<file path="src/rtl/reg_bank_viewer.sv">
// reg_bank_viewer: read-side viewer for the 16x16 register bank.
// Steps a read address through the bank, either on a debounced key press
// or on an automatic scan timer. It formats address and data into a
// nibble-packed word for eight decode_HEX digits, plus a digit-enable mask.
module reg_bank_viewer #(
    parameter int ADDR_W       = 4,
    parameter int DATA_W       = 16,
    parameter int DEBOUNCE_CYC = 4,
    parameter int SCAN_PERIOD  = 8
) (
    input  logic              clk,
    input  logic              reset,
    input  logic              tick,
    input  logic              key_next,
    input  logic              key_mode,
    output logic [ADDR_W-1:0] rd_addr,
    input  logic [DATA_W-1:0] rd_data,
    output logic [31:0]       display,
    output logic [7:0]        modo,
    output logic              auto_led
);

    // Counter widths and terminal values
    localparam int DB_W   = $clog2(DEBOUNCE_CYC + 1);
    localparam int SCAN_W = (SCAN_PERIOD > 1) ? $clog2(SCAN_PERIOD) : 1;
    localparam logic [DB_W-1:0]   DB_LAST   = DB_W'(DEBOUNCE_CYC);
    localparam logic [SCAN_W-1:0] SCAN_LAST = SCAN_W'(SCAN_PERIOD - 1);

    // Key indices inside the two-bit key vectors
    localparam int K_NEXT = 0;
    localparam int K_MODE = 1;

    // Digit-enable pattern after a capture: HEX5/HEX4 stay dark
    localparam logic [7:0] MODO_SHOW = 8'b1100_1111;

    typedef enum logic [1:0] {
        ST_SETUP   = 2'd0,
        ST_CAPTURE = 2'd1,
        ST_SHOW    = 2'd2
    } state_t;

    // Top display nibble marks auto mode with an 'A'
    function automatic logic [3:0] mode_nibble(input logic auto_mode);
        logic [3:0] nib;
        if (auto_mode) begin
            nib = 4'hA;
        end else begin
            nib = 4'h0;
        end
        return nib;
    endfunction

    // Address step, wrapping naturally at the bank depth
    function automatic logic [ADDR_W-1:0] next_addr(input logic [ADDR_W-1:0] addr);
        return addr + ADDR_W'(1);
    endfunction

    // Key path state (index 0 = key_next, index 1 = key_mode)
    logic [1:0]      key_raw_s;
    logic [1:0]      key_meta_r;
    logic [1:0]      key_sync_r;
    logic [1:0]      key_level_r;
    logic [1:0]      key_press_r;
    logic [DB_W-1:0] db_cnt_r [2];

    // Mode and scan timer
    logic              mode_r;
    logic [SCAN_W-1:0] scan_cnt_r;
    logic              mode_press_s;
    logic              next_press_s;
    logic              scan_hit_s;
    logic              adv_req_s;

    // FSM state and registered outputs
    state_t            state_r;
    state_t            state_nxt_s;
    logic [ADDR_W-1:0] cur_addr_r;
    logic [ADDR_W-1:0] cur_addr_nxt_s;
    logic              pending_r;
    logic              pending_nxt_s;
    logic [ADDR_W-1:0] rd_addr_r;
    logic [ADDR_W-1:0] rd_addr_nxt_s;
    logic [31:0]       display_r;
    logic [31:0]       display_nxt_s;
    logic [7:0]        modo_r;
    logic [7:0]        modo_nxt_s;
    logic [15:0]       data16_s;
    logic [3:0]        addr4_s;

    assign key_raw_s = {key_mode, key_next};

    // Two-flop synchronizer for both raw keys; idle level is released (1)
    always_ff @(posedge clk) begin
        if (reset) begin
            key_meta_r <= 2'b11;
            key_sync_r <= 2'b11;
        end else begin
            key_meta_r <= key_raw_s;
            key_sync_r <= key_meta_r;
        end
    end

    // Debounce each key on tick; flag a one-clk press on an accepted 1->0
    always_ff @(posedge clk) begin
        if (reset) begin
            key_level_r <= 2'b11;
            key_press_r <= 2'b00;
            db_cnt_r[0] <= {DB_W{1'b0}};
            db_cnt_r[1] <= {DB_W{1'b0}};
        end else begin
            for (int k = 0; k < 2; k++) begin
                key_press_r[k] <= 1'b0;
                if (key_sync_r[k] == key_level_r[k]) begin
                    db_cnt_r[k] <= {DB_W{1'b0}};
                end else if (tick) begin
                    if ((db_cnt_r[k] + DB_W'(1)) == DB_LAST) begin
                        key_level_r[k] <= ~key_level_r[k];
                        db_cnt_r[k]    <= {DB_W{1'b0}};
                        // old level 1 means this flip is a press, not a release
                        key_press_r[k] <= key_level_r[k];
                    end else begin
                        db_cnt_r[k] <= db_cnt_r[k] + DB_W'(1);
                    end
                end else begin
                    db_cnt_r[k] <= db_cnt_r[k];
                end
            end
        end
    end

    assign mode_press_s = key_press_r[K_MODE];
    assign next_press_s = key_press_r[K_NEXT];
    assign scan_hit_s   = mode_r & tick & (scan_cnt_r == SCAN_LAST);

    // Manual/auto mode toggle on a key_mode press
    always_ff @(posedge clk) begin
        if (reset) begin
            mode_r <= 1'b0;
        end else if (mode_press_s) begin
            mode_r <= ~mode_r;
        end else begin
            mode_r <= mode_r;
        end
    end

    // Scan timer: held at zero in manual, so entering auto starts from zero
    always_ff @(posedge clk) begin
        if (reset) begin
            scan_cnt_r <= {SCAN_W{1'b0}};
        end else if (!mode_r) begin
            scan_cnt_r <= {SCAN_W{1'b0}};
        end else if (tick) begin
            if (scan_cnt_r == SCAN_LAST) begin
                scan_cnt_r <= {SCAN_W{1'b0}};
            end else begin
                scan_cnt_r <= scan_cnt_r + SCAN_W'(1);
            end
        end else begin
            scan_cnt_r <= scan_cnt_r;
        end
    end

    // Advance request: the scan timer in auto, key_next in manual; a
    // simultaneous key_mode press wins over key_next
    always_comb begin
        adv_req_s = 1'b0;
        if (mode_r) begin
            adv_req_s = scan_hit_s;
        end else begin
            adv_req_s = next_press_s & ~mode_press_s;
        end
    end

    assign data16_s = 16'(rd_data);
    assign addr4_s  = 4'(cur_addr_r);

    // FSM next state plus next values of the registered outputs
    always_comb begin
        state_nxt_s    = state_r;
        cur_addr_nxt_s = cur_addr_r;
        pending_nxt_s  = pending_r;
        rd_addr_nxt_s  = rd_addr_r;
        display_nxt_s  = display_r;
        modo_nxt_s     = modo_r;
        case (state_r)
            ST_SHOW: begin
                // keep the data field live and the mode nibble current
                display_nxt_s = {mode_nibble(mode_r), display_r[27:16], data16_s};
                if (adv_req_s || pending_r) begin
                    cur_addr_nxt_s = next_addr(cur_addr_r);
                    pending_nxt_s  = 1'b0;
                    state_nxt_s    = ST_SETUP;
                end else begin
                    state_nxt_s    = ST_SHOW;
                end
            end
            ST_SETUP: begin
                rd_addr_nxt_s = cur_addr_r;
                if (adv_req_s) begin
                    pending_nxt_s = 1'b1;
                end else begin
                    pending_nxt_s = pending_r;
                end
                state_nxt_s = ST_CAPTURE;
            end
            ST_CAPTURE: begin
                display_nxt_s = {mode_nibble(mode_r), addr4_s, 8'h00, data16_s};
                modo_nxt_s    = MODO_SHOW;
                if (adv_req_s) begin
                    pending_nxt_s = 1'b1;
                end else begin
                    pending_nxt_s = pending_r;
                end
                state_nxt_s = ST_SHOW;
            end
            default: begin
                // unreachable encoding: restart from a fresh address setup
                pending_nxt_s = 1'b0;
                state_nxt_s   = ST_SETUP;
            end
        endcase
    end

    // FSM state, address bookkeeping and output registers
    always_ff @(posedge clk) begin
        if (reset) begin
            state_r    <= ST_SETUP;
            cur_addr_r <= {ADDR_W{1'b0}};
            pending_r  <= 1'b0;
            rd_addr_r  <= {ADDR_W{1'b0}};
            display_r  <= 32'h0000_0000;
            modo_r     <= 8'h00;
        end else begin
            state_r    <= state_nxt_s;
            cur_addr_r <= cur_addr_nxt_s;
            pending_r  <= pending_nxt_s;
            rd_addr_r  <= rd_addr_nxt_s;
            display_r  <= display_nxt_s;
            modo_r     <= modo_nxt_s;
        end
    end

    assign rd_addr  = rd_addr_r;
    assign display  = display_r;
    assign modo     = modo_r;
    assign auto_led = mode_r;

endmodule

</file>
<file path="config.mk">
export PLATFORM = sky130hd
export DESIGN_NAME = reg_bank_viewer
export DESIGN_NICKNAME = d
export VERILOG_FILES = /design/src/rtl/reg_bank_viewer.sv
export SDC_FILE = /design/constraint.sdc
export NUM_CORES = 1
export LEC_CHECK = 0
export ABC_AREA = 1
export BUFFER_PORTS_ARGS = -buffer_cell sky130_fd_sc_hd__buf_2
export CAP_MARGIN = 0
export CORE_MARGIN = 8
export CORE_UTILIZATION = 40
export DETAILED_ROUTE_END_ITERATION = 10
export PLACE_DENSITY = 0.67
export SETUP_SLACK_MARGIN = 0.2
export SYNTH_ARGS = -nofsm -noshare
export SYNTH_HDL_FRONTEND = slang
export SYNTH_SLANG_ARGS = --single-unit
</file>
<file path="constraint.sdc">
create_clock -name clk -period 2.15 [get_ports clk]
set_input_delay 0.1075 -clock clk [delete_from_list [all_inputs] [get_ports clk]]
set_output_delay 0.1075 -clock clk [all_outputs]
set_load 0.005 [all_outputs]
</file>
# After elaboration in Yosys (flattened, before gate mapping)
# Memories as Yosys holds them, arrays and structs flattened.
# Index checks and enable logic that the tools add are counted.
# word_totals
reg_bits	56
ramBits	6
inputBits	21
output_inout_bits	45
word_cells	114
mem_count	1
# op_classes
addsub	4
eq_ne	9
mux	52
bitwise	21
n_reduce_logical	12
# mem_list
memory	words	width	rd	rd_clocked_by_memory_dff	wr	line	text
db_cnt_r	2	3	2	0	2	64	logic [DB_W-1:0] db_cnt_r [2];
# op_table
cell	n
32-bit case mux with 2 select lines	1
1-bit 2-to-1 mux	38
3-bit 2-to-1 mux	9
1-bit inverter	10
3-bit by 1-bit adder with 3-bit output, second input constant	3
3-bit == test, second input constant	3
1-bit bitwise OR	8
4-bit OR reduction	2
2-bit case mux with 3 select lines	1
2-bit AND reduction	3
3-bit AND reduction	2
4-bit by 1-bit adder with 4-bit output, second input constant	1
4-bit 2-to-1 mux	1
2-bit OR reduction	2
1-bit AND	3
1-bit == test	2
2-bit by 1-bit == test with 1-bit output, second input constant	1
2-bit == test, second input constant	1
2-bit zero test	1
2-bit 2-to-1 mux	1
2-bit by 1-bit != test with 1-bit output, second input constant	1
2-bit != test, second input constant	1
1-bit case mux with 2 select lines	1
2-bit nonzero test	1
1-bit logical OR	1

# Depth between registers and ports, before layout
# Gate-level depths: netlist of the first run.
# An unclocked memory read counts as a cell.
# depth
word_depth	11
ltp_mapped	7
ltp_nobuf	7

# Worst setup path before layout of the first run
# No wires, ideal clock.
# synth_timing
kind	register to register
startpoint	register state_r[0]
endpoint	register display_r[10] (netlist: display[10])
setup_ns	0.116
arrival_time_ns	1.163
required_time_ns	2.034
path_slack_ns	0.871
path_stages_with_launch	7
path_buffers	2
period_less_slack_ns	1.279
path_cell_list	dfxtp_1 inv_1 ha_1 clkbuf_2 buf_2 o21ai_0 nor2_1
# synth_between
elab_chain_cells	2
elab_cells_between_ends	3
classes_between	2 x eq/ne; 1 x reduce/logical
# synth_lines
element	line	text
from (decl)	75	state_t state_r;
from (signal assigned)	234	state_r <= state_nxt_s;
2-bit by 1-bit == test with 1-bit output / 2-bit == test (equally long branches)	185	case (state_r)
2-bit nonzero test (no line) (*)	n/a	
to (signal assigned)	238	display_r <= display_nxt_s;
to (decl)	83	logic [31:0] display_r;
# Mark *: on every way between the ends. The rest lies on a longest branch, timed or not.
# A chain may end at the register's enable or synchronous reset.

# Final worst setup path of the first run
# layout_timing
startpoint	register state_r[0]
endpoint	register display_r[13] (netlist: display[13])
# The elaborated chain is that of the path after synthesis.

==> results.toml, run 1 <==
[logic_synthesis]
synth_edf_count = 6
synthArstFlopShare_pct = 0
synth.avg_cell_area_sq_um = 8.60
synthTopCellsByArea = "dfxtp_1, nor2_1, edfxtp_1"
yosysSeqAreaShare_pct = 49.7
yosysWarnings = 0
yosysTopAreaCellShare_pct = 41.4
synth.distinct_cells = 25
ys.flop_type = "dfxtp_1"
netlist_area_sq_mm = 0.00217
yosys_register_bits = 51
synth_top_area_cell = "dfxtp_1"
syn_inst = 253

[routing]
wirelength_um = 4260
drt-initial-drc-count = 85
drtPass1Iterations = 4
antenna_left = 0
drc = 0
via_per_inst = 4.46
vias = 1660
wire_per_inst_um = 11.5

[layout]
syn_to_final_growth_pct = 14.4
fin_cells = 372
antenna_cells = 0
finalNetCount = 330
drive_gt1_share_pct = 25.3

[setup_path]
worstSetupPathType = "reg2reg"
rrSetupSlack_ns = 0.55
start_kind = "flop"
worst-path-max-fanout = 18
end_kind = "flop"
reg2reg_depth = 5
worstPathRequired_ns = 2.34
r2r-start = "state_r[0]$_SDFF_PP0_"
arrival_ns = 1.80
timing.rr.end = "display[13]$_SDFFE_PP0P_"

[power]
pwr-share-comb_pct = 16.3
clkPwrFrac_pct = 27.3
p_switching_uw = 527
swShare_pct = 27.4
leakagePower_nw = 1.20
seqPwrFrac_pct = 56.4
intPower_mw = 1.39
power.density_mw_per_mm2 = 772
peakVddDrop_v = 0.000448

[die]
initial_core_util_pct = 40.5
die_area_sq_mm = 0.00805
chipWidth_um = 89.7
core_area_sq_mm = 0.00537
fp-row-count = 27
io-pin-count = 66
die_h_um = 89.7

[worst_hold_path]
hold_start = "key_mode"
whs_endpoint = "key_meta_r[1]$_SDFF_PP1_"
hp-class = "in2reg"
whs_path_depth = 2

[placed_design]
io_buffers = 53
hpwlAfterDp_um = 3150
gp_congestion = 0.691
dp.cells = 363

[cts]
cts_buffers = 5
cts.clk_slew.worst_paths_ns = 0.09
cts_root_buffer = "clkbuf_8"
clock-sinks = 51
htreeDepth = 2
clockBufferDepth = 2
cts_setup_buffers = 0
clkLatencyLatePin_ns = 0.30
cts_tree = "built"

[global_routing]
grt_max_degree = 37
grt_pass1_vias = 1607
antenna_found_initial = 0
grt-ovfl-total = 0
grt_usage_pct = 10.5
grt_first_pass_wirelength_um = 7260

[outcome]
run_status = "finished, final reports clean"

[sta]
slew_headroom_pct = 65.5
drv_slew = 0
whs_ns = 0.00751
period_needed_ns = 1.60
fin_tns_setup_ns = 0
rsz0062_at_grt = "no"
tightest_slew_ns = 0.518
min_period_over_period_pct = 74.5
skew_ns = 0.00316
fmax_mhz = 624
setup_violations = 0
hold_viol_final = 0

[job]
maxCapViolCount = 0
flip-flops by register name, indices dropped and copies added (netlist names), 2 cells and up:
name	cells
addr4_s	4
key_press_r	2
key_level_r	2
db_cnt_r	6
display	21
scan_cnt_r	3
state_r	2
key_sync_r	2
key_meta_r	2
rd_addr	4
per-layer routing:
layer | part of all wire (%) | routed length [um] | up-vias | global-route usage, %
met5 | 0 | 0 | - | 0
met4 | 0.84 | 36 | 0 | 3.24
met3 | 4.9 | 207 | 4 | 3.91
met2 | 50 | 2150 | 34 | 18.3
met1 | 44 | 1870 | 744 | 11.5
li1 | - | - | 878 | -
area by class of cell:
type | instances | area [sq um]
clock buffers | 5 | 68.8
clock inverters | 3 | 15.0
fillers | 525 | 2880
inverters | 16 | 60.1
multi-input cells | 171 | 897
flip-flops and latches | 51 | 1080
well taps | 72 | 90.1
repair buffers | 54 | 275
power by group through the flow:
stage / clock (mW) / sequential [mW] / combinational [mW]
after floorplan: 0 / 1.11 / 0.207
after global placement: 0 / 1.11 / 0.312
after detailed placement: 0 / 1.11 / 0.315
after CTS: 0.538 / 1.08 / 0.318
after global routing: 0.583 / 1.09 / 0.352
final: 0.524 / 1.08 / 0.312
kinds of logic after synthesis:
logic type	after synthesis	synth area share, %
compound gates	40	10.4
buf+inv	42	10.9
xor+xnor	5	2.01
other cells	1	0.172
simple gates	104	21.1
fa+ha+maj	10	5.75
flops	51	49.7
critical path, cell delays in order (launching register included):
cell     delay [ns]
dfxtp_1        0.34
inv_1          0.08
ha_1           0.62
inv_2          0.25
nor2_1         0.14
nor2_1         0.06
layout by cell type, fill, tap and decap left out, drive strengths merged:
cell type / netlist / routed
a211oi: 2 / 2
a21oi: 11 / 11
buf: 25 / 53
clkbuf: 1 / 5
clkinv: 0 / 2
clkinvlp: 0 / 1
conb: 1 / 12
dfxtp: 45 / 45
dlygate4sd3: 0 / 1
edfxtp: 6 / 6
ha: 10 / 10
inv: 16 / 16
nand2: 19 / 19
nand3: 15 / 15
nand4: 3 / 3
nor2: 62 / 62
nor3b: 1 / 1
o21ai: 27 / 27
or2: 4 / 4
xor2: 5 / 5
worst max-delay path by stage:
stage,startpoint,endpoint,cells past startpoint
after floorplan,state_r[0]$_SDFF_PP0_,display[10]$_SDFFE_PP0P_,6
after global placement,state_r[0]$_SDFF_PP0_,display[10]$_SDFFE_PP0P_,5
after CTS,state_r[0]$_SDFF_PP0_,display[13]$_SDFFE_PP0P_,5
final,state_r[0]$_SDFF_PP0_,display[13]$_SDFFE_PP0P_,5
after detailed placement,state_r[0]$_SDFF_PP0_,display[13]$_SDFFE_PP0P_,5
after global routing,state_r[0]$_SDFF_PP0_,display[0]$_SDFFE_PP0P_,5
through the flow:
step / setup slack, ns / instance area, sq um / util (%) / total power [mW]
after floorplan: 0.871 / 2220 / - / 1.32
after global placement: 0.624 / 2390 / 44.6 / 1.42
after detailed placement: 0.576 / 2390 / 44.6 / 1.42
after CTS: 0.558 / 2490 / 46.3 / 1.94
after global routing: 0.428 / 2490 / 46.3 / 2.03
final: 0.548 / 2490 / 46.3 / 1.92
repair_timing:
action / 4_1_cts / 5_1_grt
gates resized for setup: 0 / 0
hold buffers: 1 / 0
endpoints found under the hold margin: 1 / 0
endpoints found under the setup margin: 0 / 0
cells in the mapped netlist, types with 2 or more instances:
cell	number
or2_2	4
nand2_1	17
nand3_1	13
dfxtp_1	45
nor2_1	62
buf_4	19
o21ai_0	26
edfxtp_1	6
xor2_1	5
inv_1	13
a21oi_1	7
buf_2	6
inv_2	3
nand4_1	3
ha_1	10
a21oi_2	4
nand2_2	2
(Power assumes the default switching activity.)
==> run 2, diff against run 1 <==
==> constraint.sdc (replaced) <==
create_clock -name clk -period 1.5 [get_ports clk]
set_input_delay 0.075 -clock clk [delete_from_list [all_inputs] [get_ports clk]]
set_output_delay 0.075 -clock clk [all_outputs]
set_load 0.005 [all_outputs]
==> run 2 against run 1 <==
Effect of this change: clock power up 51%; sequential power up 44%; worst setup slack worse by 0.33 ns; global-route usage up 0.74 points; die area unchanged; largest power group unchanged.
==> results.toml, run 2 (synthesis results as in run 1) <==
[outcome]
run_status = "finished, final reports clean"

[global_routing]
grt_usage_pct = 11.3
grt_pass1_vias = 1680
grt-ovfl-total = 0
grt_first_pass_wirelength_um = 7620
antenna_found_initial = 0
grt_max_degree = 37

[setup_path]
worstPathRequired_ns = 1.56
cpMaxStageDelayCell = "edfxtp_1"
r2r-start = "db_cnt_r[1][1]$_SDFFCE_PN0P_"
arrival_ns = 1.34
cp_top_family = "flip-flops"
crit_path_end = "db_cnt_r[1][2]$_SDFFCE_PN0P_"
cp-startpoint = "db_cnt_r[1][1]$_SDFFCE_PN0P_"
reg2reg_depth = 5
worstSetupPathType = "reg2reg"
max_stage_delay_ns = 0.41
start_kind = "flop"
rrSetupSlack_ns = 0.22
end_kind = "flop"
worst-path-buf-inv = 0
timing.rr.end = "db_cnt_r[1][2]$_SDFFCE_PN0P_"
worst-path-max-fanout = 3
cp.depth = 5
path_cells = "ha_2, xor2_2, nand2_1, nand4_1, nor2_1"

[die]
core_area_sq_mm = 0.00537
chipWidth_um = 89.7
die_h_um = 89.7
initial_core_util_pct = 40.5
die_area_sq_mm = 0.00805
io-pin-count = 66
fp-row-count = 27

[cts]
cts_tree = "built"
clkLatencyLatePin_ns = 0.30
htreeDepth = 2
clock-sinks = 51
clockBufferDepth = 2
cts.clk_slew.worst_paths_ns = 0.09
cts_buffers = 5
cts_root_buffer = "clkbuf_8"

[routing]
drt-initial-drc-count = 98
via_per_inst = 4.49
drtPass1Iterations = 4
wirelength_um = 4580
antenna_left = 0
wire_per_inst_um = 11.7
drc = 0
vias = 1754

[placed_design]
io_buffers = 53
gp_congestion = 0.702
hpwlAfterDp_um = 3160
dp.cells = 365

[power]
finalPower_mw = 2.86
leakagePower_nw = 1.29
peakVddDrop_v = 0.000624
intPower_mw = 2.10
power.density_mw_per_mm2 = 1040
swShare_pct = 26.5
p_switching_uw = 758
pwr-share-comb_pct = 18.0
clkPwrFrac_pct = 27.6
seqPwrFrac_pct = 54.3

[layout]
finalNetCount = 349
drive_gt1_share_pct = 28.5
largest_reg_flops = 21
syn_to_final_growth_pct = 26.6
layout_common_cells = "nor2_1, buf_2, dfxtp_1"
fin_cells = 391
final_common_cell = "nor2_1"
antenna_cells = 0

[worst_hold_path]
hp-class = "in2reg"

[sta]
fmax_mhz = 779
drv_slew = 0
fin_tns_setup_ns = 0
setup_violations = 0
period_needed_ns = 1.28
hold_viol_final = 0
min_period_over_period_pct = 85.5
rsz0062_at_grt = "yes"
skew_ns = 0.00527

[job]
maxCapViolCount = 0
## run 2: metal layers
metal	share of wire, %	global-route usage [%]	up-vias
met5	0	0	-
met4	1.3	4.23	0
met3	3.9	3.57	6
met2	52	20.2	29
met1	43	12.0	808
li1	-	-	911
## run 2: per-stage QoR
stage          worst slack [ns]  utilization (%)  hold slack, ns  cell area (sq um)
6_report                  0.217             51.3         0.00410               2750
5_1_grt                   0.143             51.3         0.00437               2750
4_1_cts                   0.202             50.0        0.000525               2690
3_5_place_dp              0.110             44.8           0.268               2410
3_3_place_gp              0.171             44.8           0.261               2410
2_1_floorplan             0.221                -           0.179               2220
## run 2: power groups by stage
| stage | combinational (mW) | clock (mW) | sequential [mW] |
|---|---|---|---|
| final | 0.515 | 0.790 | 1.55 |
| after floorplan | 0.297 | 0 | 1.59 |
| after CTS | 0.512 | 0.820 | 1.55 |
| after global placement | 0.459 | 0 | 1.58 |
| after detailed placement | 0.465 | 0 | 1.59 |
| after global routing | 0.583 | 0.882 | 1.57 |
## run 2: cell type report
class                   count  area, sq um
well taps                  72         90.1
repair buffers             73          457
flip-flops and latches     51         1080
inverters                  16         62.6
multi-input cells         171          972
fillers                   527         2620
clock inverters             1         3.75
clock buffers               7         86.3
## run 2: how the worst min path moves through the flow
stage / startpoint / to / slack, ns / depth (start not counted)
CTS: rd_data[7] / display[7]$_SDFFE_PP0P_ / 0.0005 / 3
global route: rd_data[7] / display[7]$_SDFFE_PP0P_ / 0.004 / 3
detailed placement: key_next / key_meta_r[0]$_SDFF_PP1_ / 0.27 / 2
floorplan: key_next / key_meta_r[0]$_SDFF_PP1_ / 0.18 / 1
finish: rd_data[7] / display[7]$_SDFFE_PP0P_ / 0.004 / 3
global placement: key_mode / key_meta_r[1]$_SDFF_PP1_ / 0.26 / 2
## run 2: tightest hold or removal path: stages
cell and delay [ns]:
buf_2 0.08, nor2_1 0.03, nor2_1 0.08
## run 2: repair_timing
action                                 CTS  global route
setup endpoints to repair               25            20
pin swaps                                3             5
hold buffers                            15             0
setup buffers                            1             2
cloned                                   0             0
endpoints found under the hold margin   15             0
resized for setup                        4            13
==> run 3, diff against run 2 <==
--- a/config.mk
+++ b/config.mk
@@ -8,6 +8,7 @@
 export ABC_AREA = 1
 export BUFFER_PORTS_ARGS = -buffer_cell sky130_fd_sc_hd__buf_2
 export CAP_MARGIN = 0
+export CORE_ASPECT_RATIO = 1.4
 export CORE_MARGIN = 8
 export CORE_UTILIZATION = 40
 export DETAILED_ROUTE_END_ITERATION = 10
==> constraint.sdc (replaced) <==
create_clock -name clk -period 1.65 [get_ports clk]
set_input_delay 0.0825 -clock clk [delete_from_list [all_inputs] [get_ports clk]]
set_output_delay 0.0825 -clock clk [all_outputs]
set_load 0.005 [all_outputs]
==> run 3 against run 2 <==
Effect of this change: combinational power decreased by 17%; worst setup slack improved by 0.077 ns; die area grew 0.42%; via count decreased by 3.3%; register-to-register slack better by 0.08 ns; wire length decreased by 5.3%; first-iteration DRC count decreased by 51%; power down 12%; global-route usage shrank 0.55 points; sequential share of layout area rose by 2.8 points; largest cell class unchanged; critical path depth unchanged; critical path type unchanged.
==> results.toml, run 3 (synthesis results as in run 1) <==
[power]
finalPower_mw = 2.52
intPower_mw = 1.84
p_switching_uw = 677
swShare_pct = 26.9
clkPwrFrac_pct = 26.9
seqPwrFrac_pct = 56.0
pwr-share-comb_pct = 17.1
leakagePower_nw = 1.23
power.density_mw_per_mm2 = 982
peakVddDrop_v = 0.000914

[job]
maxCapViolCount = 0

[global_routing]
busiest_layer = "met2"
use_met2_pct = 19.8
antenna_found_initial = 0
grt_first_pass_wirelength_um = 7110
grt_max_degree = 37
met1_usage_pct = 10.9
grt-ovfl-total = 0
grt_usage_pct = 10.7
met3_usage_pct = 3.29
grt_pass1_vias = 1677

[sta]
tightest_slew_ns = 0.502
period_needed_ns = 1.36
fmax_mhz = 737
skew_ns = 0.00598
hold_viol_final = 0
rsz0062_at_grt = "no"
slew_headroom_pct = 66.5
whs_ns = 0.00456
drv_slew = 0
min_period_over_period_pct = 82.2
fin_tns_setup_ns = 0
setup_violations = 0

[worst_hold_path]
hp-class = "in2reg"

[setup_path]
max_stage_delay_ns = 0.43
worst-path-buf-inv = 0
cpMaxStageDelayCell = "edfxtp_1"
end_kind = "flop"
start_kind = "flop"
path_cells = "ha_1, xor2_2, nand2_1, nand4_1, nor2_1"
worstSetupPathType = "reg2reg"
cp_top_family = "flip-flops"
worstPathRequired_ns = 1.71
arrival_ns = 1.41
worst-path-max-fanout = 3

[routing]
drt-initial-drc-count = 48
wire_per_inst_um = 11.5
drc = 0
antenna_left = 0
wirelength_um = 4340
drtPass1Iterations = 4
vias = 1696
via_per_inst = 4.51

[die]
fp-row-count = 32
initial_core_util_pct = 40.5
io-pin-count = 66
die_h_um = 103
chipWidth_um = 78.3
core_area_sq_mm = 0.00537
die_area_sq_mm = 0.00809

[cts]
cts.clk_slew.worst_paths_ns = 0.08
cts_setup_buffers = 0
cts_root_buffer = "clkbuf_8"
clockBufferDepth = 2
htreeDepth = 2
clkLatencyLatePin_ns = 0.30
clock-sinks = 51
cts_buffers = 5
cts_tree = "built"

[layout]
largest_reg_flops = 21
drive_gt1_share_pct = 25.3
n_fill_cell = 566
final_common_cell = "nor2_1"
antenna_cells = 0
finalNetCount = 338
syn_to_final_growth_pct = 18.0
fin_area_sq_mm = 0.00256
layout_common_cells = "nor2_1, buf_2, dfxtp_1"
final_util_pct = 47.8

[placed_design]
io_buffers = 53
placed_area_sq_mm = 0.00240
gp_congestion = 0.717
hpwlAfterDp_um = 3190

[outcome]
run_status = "finished, final reports clean"
==> run 3: final timing paths <==
| kind | from | end | slack, ns | cells past startpoint |
|---|---|---|---|---|
| min | rd_data[13] | display[13]$_SDFFE_PP0P_ | 0.005 | 3 |
| min reg2reg | key_meta_r[0]$_SDFF_PP1_ | key_sync_r[0]$_SDFF_PP1_ | 0.42 | 1 |
| max | db_cnt_r[1][0]$_SDFFCE_PN0P_ | db_cnt_r[1][0]$_SDFFCE_PN0P_ | 0.29 | 5 |
| max reg2reg | db_cnt_r[1][0]$_SDFFCE_PN0P_ | db_cnt_r[1][0]$_SDFFCE_PN0P_ | 0.29 | 5 |
==> run 3: stage by stage <==
step / cells / setup slack, ns
after floorplan: 264 / 0.371
after global placement: 360 / 0.317
after detailed placement: 360 / 0.279
after CTS: 376 / 0.261
after global routing: 376 / 0.211
final: 376 / 0.294
==> run 3: repair_timing <==
| action | CTS | global route |
|---|---|---|
| endpoints found under the setup margin | 0 | 3 |
| gates resized for setup | 0 | 1 |
| hold buffers | 8 | 0 |
| endpoints found under the hold margin | 8 | 0 |
==> run 3: power by group through the flow <==
stage	registers, mW	clock network [mW]	logic, mW
2_1_floorplan	1.45	0	0.270
3_3_place_gp	1.44	0	0.417
3_5_place_dp	1.44	0	0.423
4_1_cts	1.41	0.708	0.441
5_1_grt	1.43	0.751	0.489
6_report	1.41	0.678	0.430
==> run 3: per-layer routing <==
layer	share of wire (%)	wire length, um	vias up
li1	-	-	892
met1	43	1850	764
met2	51	2230	32
met3	4.4	189	8
met4	1.6	69	0
met5	0	0	-
==> run 3: cell type report <==
| cell class | instances | area, sq um | share of cell area [%] |
|---|---|---|---|
| clock buffers | 7 | 76.3 | 2.98 |
| clock inverters | 1 | 5.00 | 0.195 |
| inverters | 16 | 60.1 | 2.34 |
| multi-input cells | 171 | 905 | 35.3 |
| flip-flops and latches | 51 | 1080 | 42.1 |
| well taps | 68 | 85.1 | 3.32 |
| repair buffers | 62 | 353 | 13.8 |
==> run 3: worst reg2reg max path: stages (launching register included) <==
cell      delay, ns
edfxtp_1       0.43
ha_1           0.25
xor2_2         0.19
nand2_1        0.07
nand4_1        0.12
nor2_1         0.06
